### src/rtl/mod_n_sequencer.sv
// mod_n_sequencer: runs a MOD-N count register for a programmed number of wraps under start/busy/done
// Ports:
//    clk_i, reset_i (async, active-high)
//    start_i, num_wraps_i  : run request and wrap count, sampled in IDLE only
//    pause_i, abort_i      : run control levels; abort has priority over pause
//    count_o, wrap_o       : count value and one-cycle pulse after a MOD-1 -> 0 step
//    wraps_left_o          : remaining wraps in the current run
//    busy_o, paused_o, done_o : run status; done is a one-cycle completion pulse
module mod_n_sequencer #(
   parameter int MOD = 6,
   parameter int CW  = 3,
   parameter int WW  = 4
) (
   input  logic          clk_i,
   input  logic          reset_i,
   input  logic          start_i,
   input  logic [WW-1:0] num_wraps_i,
   input  logic          pause_i,
   input  logic          abort_i,
   output logic [CW-1:0] count_o,
   output logic          wrap_o,
   output logic [WW-1:0] wraps_left_o,
   output logic          busy_o,
   output logic          paused_o,
   output logic          done_o
);
   typedef enum logic [1:0] {IDLE, RUN, HOLD, DONE} state_t;
   localparam logic [CW-1:0] LAST = CW'(MOD - 1);
   state_t        state_q;
   logic [CW-1:0] count_q;
   logic [WW-1:0] wraps_left_q;
   logic          wrap_q, busy_q, paused_q, done_q;
   always_ff @(posedge clk_i or posedge reset_i) begin
      if (reset_i) begin
         state_q      <= IDLE;
         count_q      <= '0;
         wraps_left_q <= '0;
         wrap_q       <= 1'b0;
         busy_q       <= 1'b0;
         paused_q     <= 1'b0;
         done_q       <= 1'b0;
      end else begin
         wrap_q <= 1'b0;
         done_q <= 1'b0;
         case (state_q)
            IDLE: begin
               count_q <= '0;
               if (start_i && num_wraps_i != '0) begin
                  state_q      <= RUN;
                  wraps_left_q <= num_wraps_i;
                  busy_q       <= 1'b1;
               end else if (start_i) begin
                  state_q <= DONE;
                  done_q  <= 1'b1;
               end
            end
            RUN, HOLD: begin
               if (abort_i) begin
                  state_q      <= IDLE;
                  count_q      <= '0;
                  wraps_left_q <= '0;
                  busy_q       <= 1'b0;
                  paused_q     <= 1'b0;
               end else if (pause_i) begin
                  state_q  <= HOLD;
                  paused_q <= 1'b1;
               end else begin
                  state_q  <= RUN;
                  paused_q <= 1'b0;
                  if (count_q == LAST) begin
                     count_q      <= '0;
                     wrap_q       <= 1'b1;
                     wraps_left_q <= wraps_left_q - 1'b1;
                     // the last wrap finishes the run; wrap and done share that cycle
                     if (wraps_left_q == WW'(1)) begin
                        state_q <= DONE;
                        busy_q  <= 1'b0;
                        done_q  <= 1'b1;
                     end
                  end else begin
                     count_q <= count_q + 1'b1;
                  end
               end
            end
            default: begin
               state_q <= IDLE;
               count_q <= '0;
            end
         endcase
      end
   end
   assign count_o      = count_q;
   assign wrap_o       = wrap_q;
   assign wraps_left_o = wraps_left_q;
   assign busy_o       = busy_q;
   assign paused_o     = paused_q;
   assign done_o       = done_q;
endmodule

### config.mk
export PLATFORM = sky130hd
export DESIGN_NAME = mod_n_sequencer
export DESIGN_NICKNAME = d
export VERILOG_FILES = /design/src/rtl/mod_n_sequencer.sv
export SDC_FILE = /design/constraint.sdc
export NUM_CORES = 1
export LEC_CHECK = 0
export CORE_MARGIN = 4
export CORE_UTILIZATION = 42
export CTS_CLUSTER_DIAMETER = 30
export DETAILED_ROUTE_END_ITERATION = 8
export PLACE_DENSITY = 0.73
export SLEW_MARGIN = 25
export SYNTH_ARGS = -nofsm -noshare
export SYNTH_HDL_FRONTEND = slang
export SYNTH_SLANG_ARGS = --single-unit
export TNS_END_PERCENT = 20
### constraint.sdc
create_clock -name clk_i -period 2 [get_ports clk_i]
set_input_delay 0.4 -clock clk_i [delete_from_list [all_inputs] [get_ports clk_i]]
set_output_delay 0.4 -clock clk_i [all_outputs]
set_load 0.02 [all_outputs]
==> flow_metrics.env <==
export IMPL_synth_avg_cell_area_um2=11.0
export IMPL_ys_ff_latch=13
export IMPL_layout_cells_non_filler=122
export IMPL_synth_top_area_share_pct=42.3
export IMPL_numPortBuffers=19
export IMPL_ant_nets=0
export IMPL_grt_first_pass_wirelength_mm=2.77
export IMPL_critPathLaunchType="flop"
export IMPL_synth_nets=83
export IMPL_clockBufferDepth=2
export IMPL_area_delta_synth_final_pct=35.8
export IMPL_dr_pass1_iters=4
export IMPL_place_area_mm2=0.00102
export IMPL_synth_warnings=0
export IMPL_syn_inst=70
export IMPL_synth_distinct_cells=31
export IMPL_slowest_delay_ns=0.39
export IMPL_fin_util_pct=60.4
export IMPL_netlist_area_um2=768
export IMPL_diodes=0
export IMPL_h_tree_depth=1
export IMPL_cp_top_family="compound AO/OA/AOI/OAI gates"
export IMPL_fin_skew_ns=0.00274
export IMPL_insertion_delay_ns=0.27
export IMPL_die_w_um=50.8
export IMPL_crit_buf_inv=1
export IMPL_finalCritPeriodShare_pct=93.8
export IMPL_chipHeight_um=50.8
export IMPL_drive_above_1_share_pct=20.6
export IMPL_rsz0062_at_grt="false"
export IMPL_max_freq_ghz=0.533
export IMPL_fin_setup_tns_ns=0
export IMPL_wl_mm=1.60
export IMPL_ys_flop_type="dfrtp_1"
export IMPL_hold_violations=0
export IMPL_report_final_slew_viol_count=0
export IMPL_synth_edf_count=0
export IMPL_hpwl_mm=1.30
export IMPL_clkSlewWorstSetupHoldPaths_ns=0.08
export IMPL_gp_congestion=0.885
export IMPL_setup_viol=0
export IMPL_tightest_slew_ns=0.547
export IMPL_p_leak_nw=0.499
export IMPL_power_density_mw_per_mm2=1430
export IMPL_num_nets_final=111
export IMPL_period_needed_ns=1.88
export IMPL_relSlewSlack_pct=63.0
export IMPL_worstPathArrival_ns=2.04
export IMPL_clock_root_buffer="clkbuf_4"
export IMPL_max_cap_viol_count=0
export IMPL_fin_hold_ws_ns=0.454
export IMPL_overflow=0
export IMPL_num_vias=626
export IMPL_ys_seq_area_share_pct=42.3
export IMPL_hold_class="input pin to async pin"
export IMPL_outcome="completed"
export IMPL_vias_per_cell=5.13
export IMPL_core_mm2=0.00173
export IMPL_cts_sinks=13
export IMPL_cp_max_fo=5
export IMPL_fin_area_mm2=0.00104
export IMPL_async_reset_ff_share_pct=100
export IMPL_grt_max_degree=14
export IMPL_synth_largest_area_cell="dfrtp_1"
export IMPL_criticalPathCategory="flop to flop"
export IMPL_cp_slowest_cell="dfrtp_1"
export IMPL_worst_path_stages=6
export IMPL_r2r_cells=6
export IMPL_cts_buffers=3
export IMPL_ctsResizeCount=0
export IMPL_cts_tree="done"
export IMPL_drt_iter0_markers=15
export IMPL_grt_total_usage_pct=14.4
export IMPL_antenna_found_initial=0
export IMPL_worst_ep_required_time_ns=2.16
export IMPL_worstPathCellList="inv_1 > ha_1 > nor2b_4 > a221o_2 > a21o_4 > mux2_4"
export IMPL_drcViolationCount=0
export IMPL_die_area_mm2=0.00258
export IMPL_placedCellCount=118
export IMPL_wl_per_cell_um=13.1
export IMPL_ctsHoldBuffers=0
export IMPL_vdd_drop_max_v=0.000622
export IMPL_row_count=15
export IMPL_synthTopCellsByArea="dfrtp_1, ha_1, mux2i_1"
export IMPL_worstSetupEndpointType="flop"
export IMPL_initial_core_util_pct=44.5
export IMPL_post_cts_setup_buffer_count=0
export IMPL_grt_pass1_vias=636
export IMPL_pin_count=20
-- power by group --
group	switching (mW)	internal [mW]	total, mW
clock network	0.0886	0.0740	0.163
registers	0.0808	0.350	0.431
logic	0.418	0.478	0.896
total	0.588	0.902	1.49
-- routing by layer --
metal  up-vias  track usage, %  share of wire [%]
met5         -               0                  0
met4         0            6.73               0.88
met3         2            4.75                6.7
met2        18            22.0                 46
met1       299            18.2                 46
li1        307               -                  -
-- cells in the mapped netlist (all sizes together), types with 2 or more instances --
| master | count |
|---|---|
| dfrtp | 13 |
| inv | 7 |
| nor2 | 7 |
| ha | 4 |
| a22o | 3 |
| mux2 | 3 |
| mux2i | 3 |
| nand2 | 3 |
| nor2b | 3 |
| nor3 | 3 |
| a21oi | 2 |
| a221oi | 2 |
| o21ai | 2 |
| xor2 | 2 |
-- cell type report --
type                            count  area [µm²]
Clock inverter                      1        5.00
Inverter                            7        26.3
Timing Repair Buffer               24         228
Multi-Input combinational cell     49         405
Sequential cell                    13         325
Clock buffer                        3        22.5
Fill cell                         161         683
Tap cell                           25        31.3
-- placed cells by master, fill, tap and decap left out --
cell type        instances
nand3b_4                 1
a22o_2                   2
nor2_1                   7
dfrtp_1                 13
nor4b_1                  1
a221oi_1                 2
o211ai_1                 1
o21ai_0                  1
clkdlybuf4s50_1         19
o21ai_1                  1
clkbuf_4                 3
o2bb2ai_1                1
o41ai_1                  1
inv_1                    7
or2_2                    1
mux2_4                   2
xor2_1                   2
a21o_4                   1
a22o_1                   1
clkinv_2                 1
o21bai_1                 1
a32oi_1                  1
buf_4                    5
nor3_1                   3
nor2b_1                  2
mux2i_1                  3
a221o_2                  1
nand2b_1                 1
a21oi_1                  2
nor2b_4                  1
ha_1                     4
mux2_2                   1
nor4_2                   1
nand2_1                  3
-- stage by stage --
step | worst slack [ns] | power, mW
4_1_cts | 0.117 | 1.50
6_report | 0.123 | 1.49
2_1_floorplan | 0.150 | 1.04
3_3_place_gp | 0.0158 | 1.33
3_5_place_dp | -0.0286 | 1.34
5_1_grt | 0.0378 | 1.61
-- path summary, 6_finish.rpt --
check                           slack, ns              end  startpoint
worst max-delay path                 0.12  wraps_left_o[2]  state_q[1]
worst min-delay path                 0.45         paused_o     reset_i
worst max register to register       0.12  wraps_left_o[2]  state_q[1]
worst min register to register       0.51           busy_o      busy_o
max in group asynchronous            1.20       count_o[0]     reset_i
min in group clk_i                   0.51           busy_o      busy_o
-- cell families after synthesis --
family                   after synthesis  share of synthesized area [%]
AND/OR/NAND/NOR                       21                           17.3
AO/OA/AOI/OAI                         16                           17.4
flip-flops                            13                           42.3
buffers and inverters                  8                           4.89
multiplexers                           6                           9.28
adder cells (fa/ha/maj)                4                           6.51
XOR/XNOR                               2                           2.28
-- state kept, by name, indices dropped and copies added (netlist names) --
signal	cells
done_o	1
busy_o	1
wraps_left_o	4
paused_o	1
wrap_o	1
state_q	2
count_o	3
(Power assumes the default switching activity.)
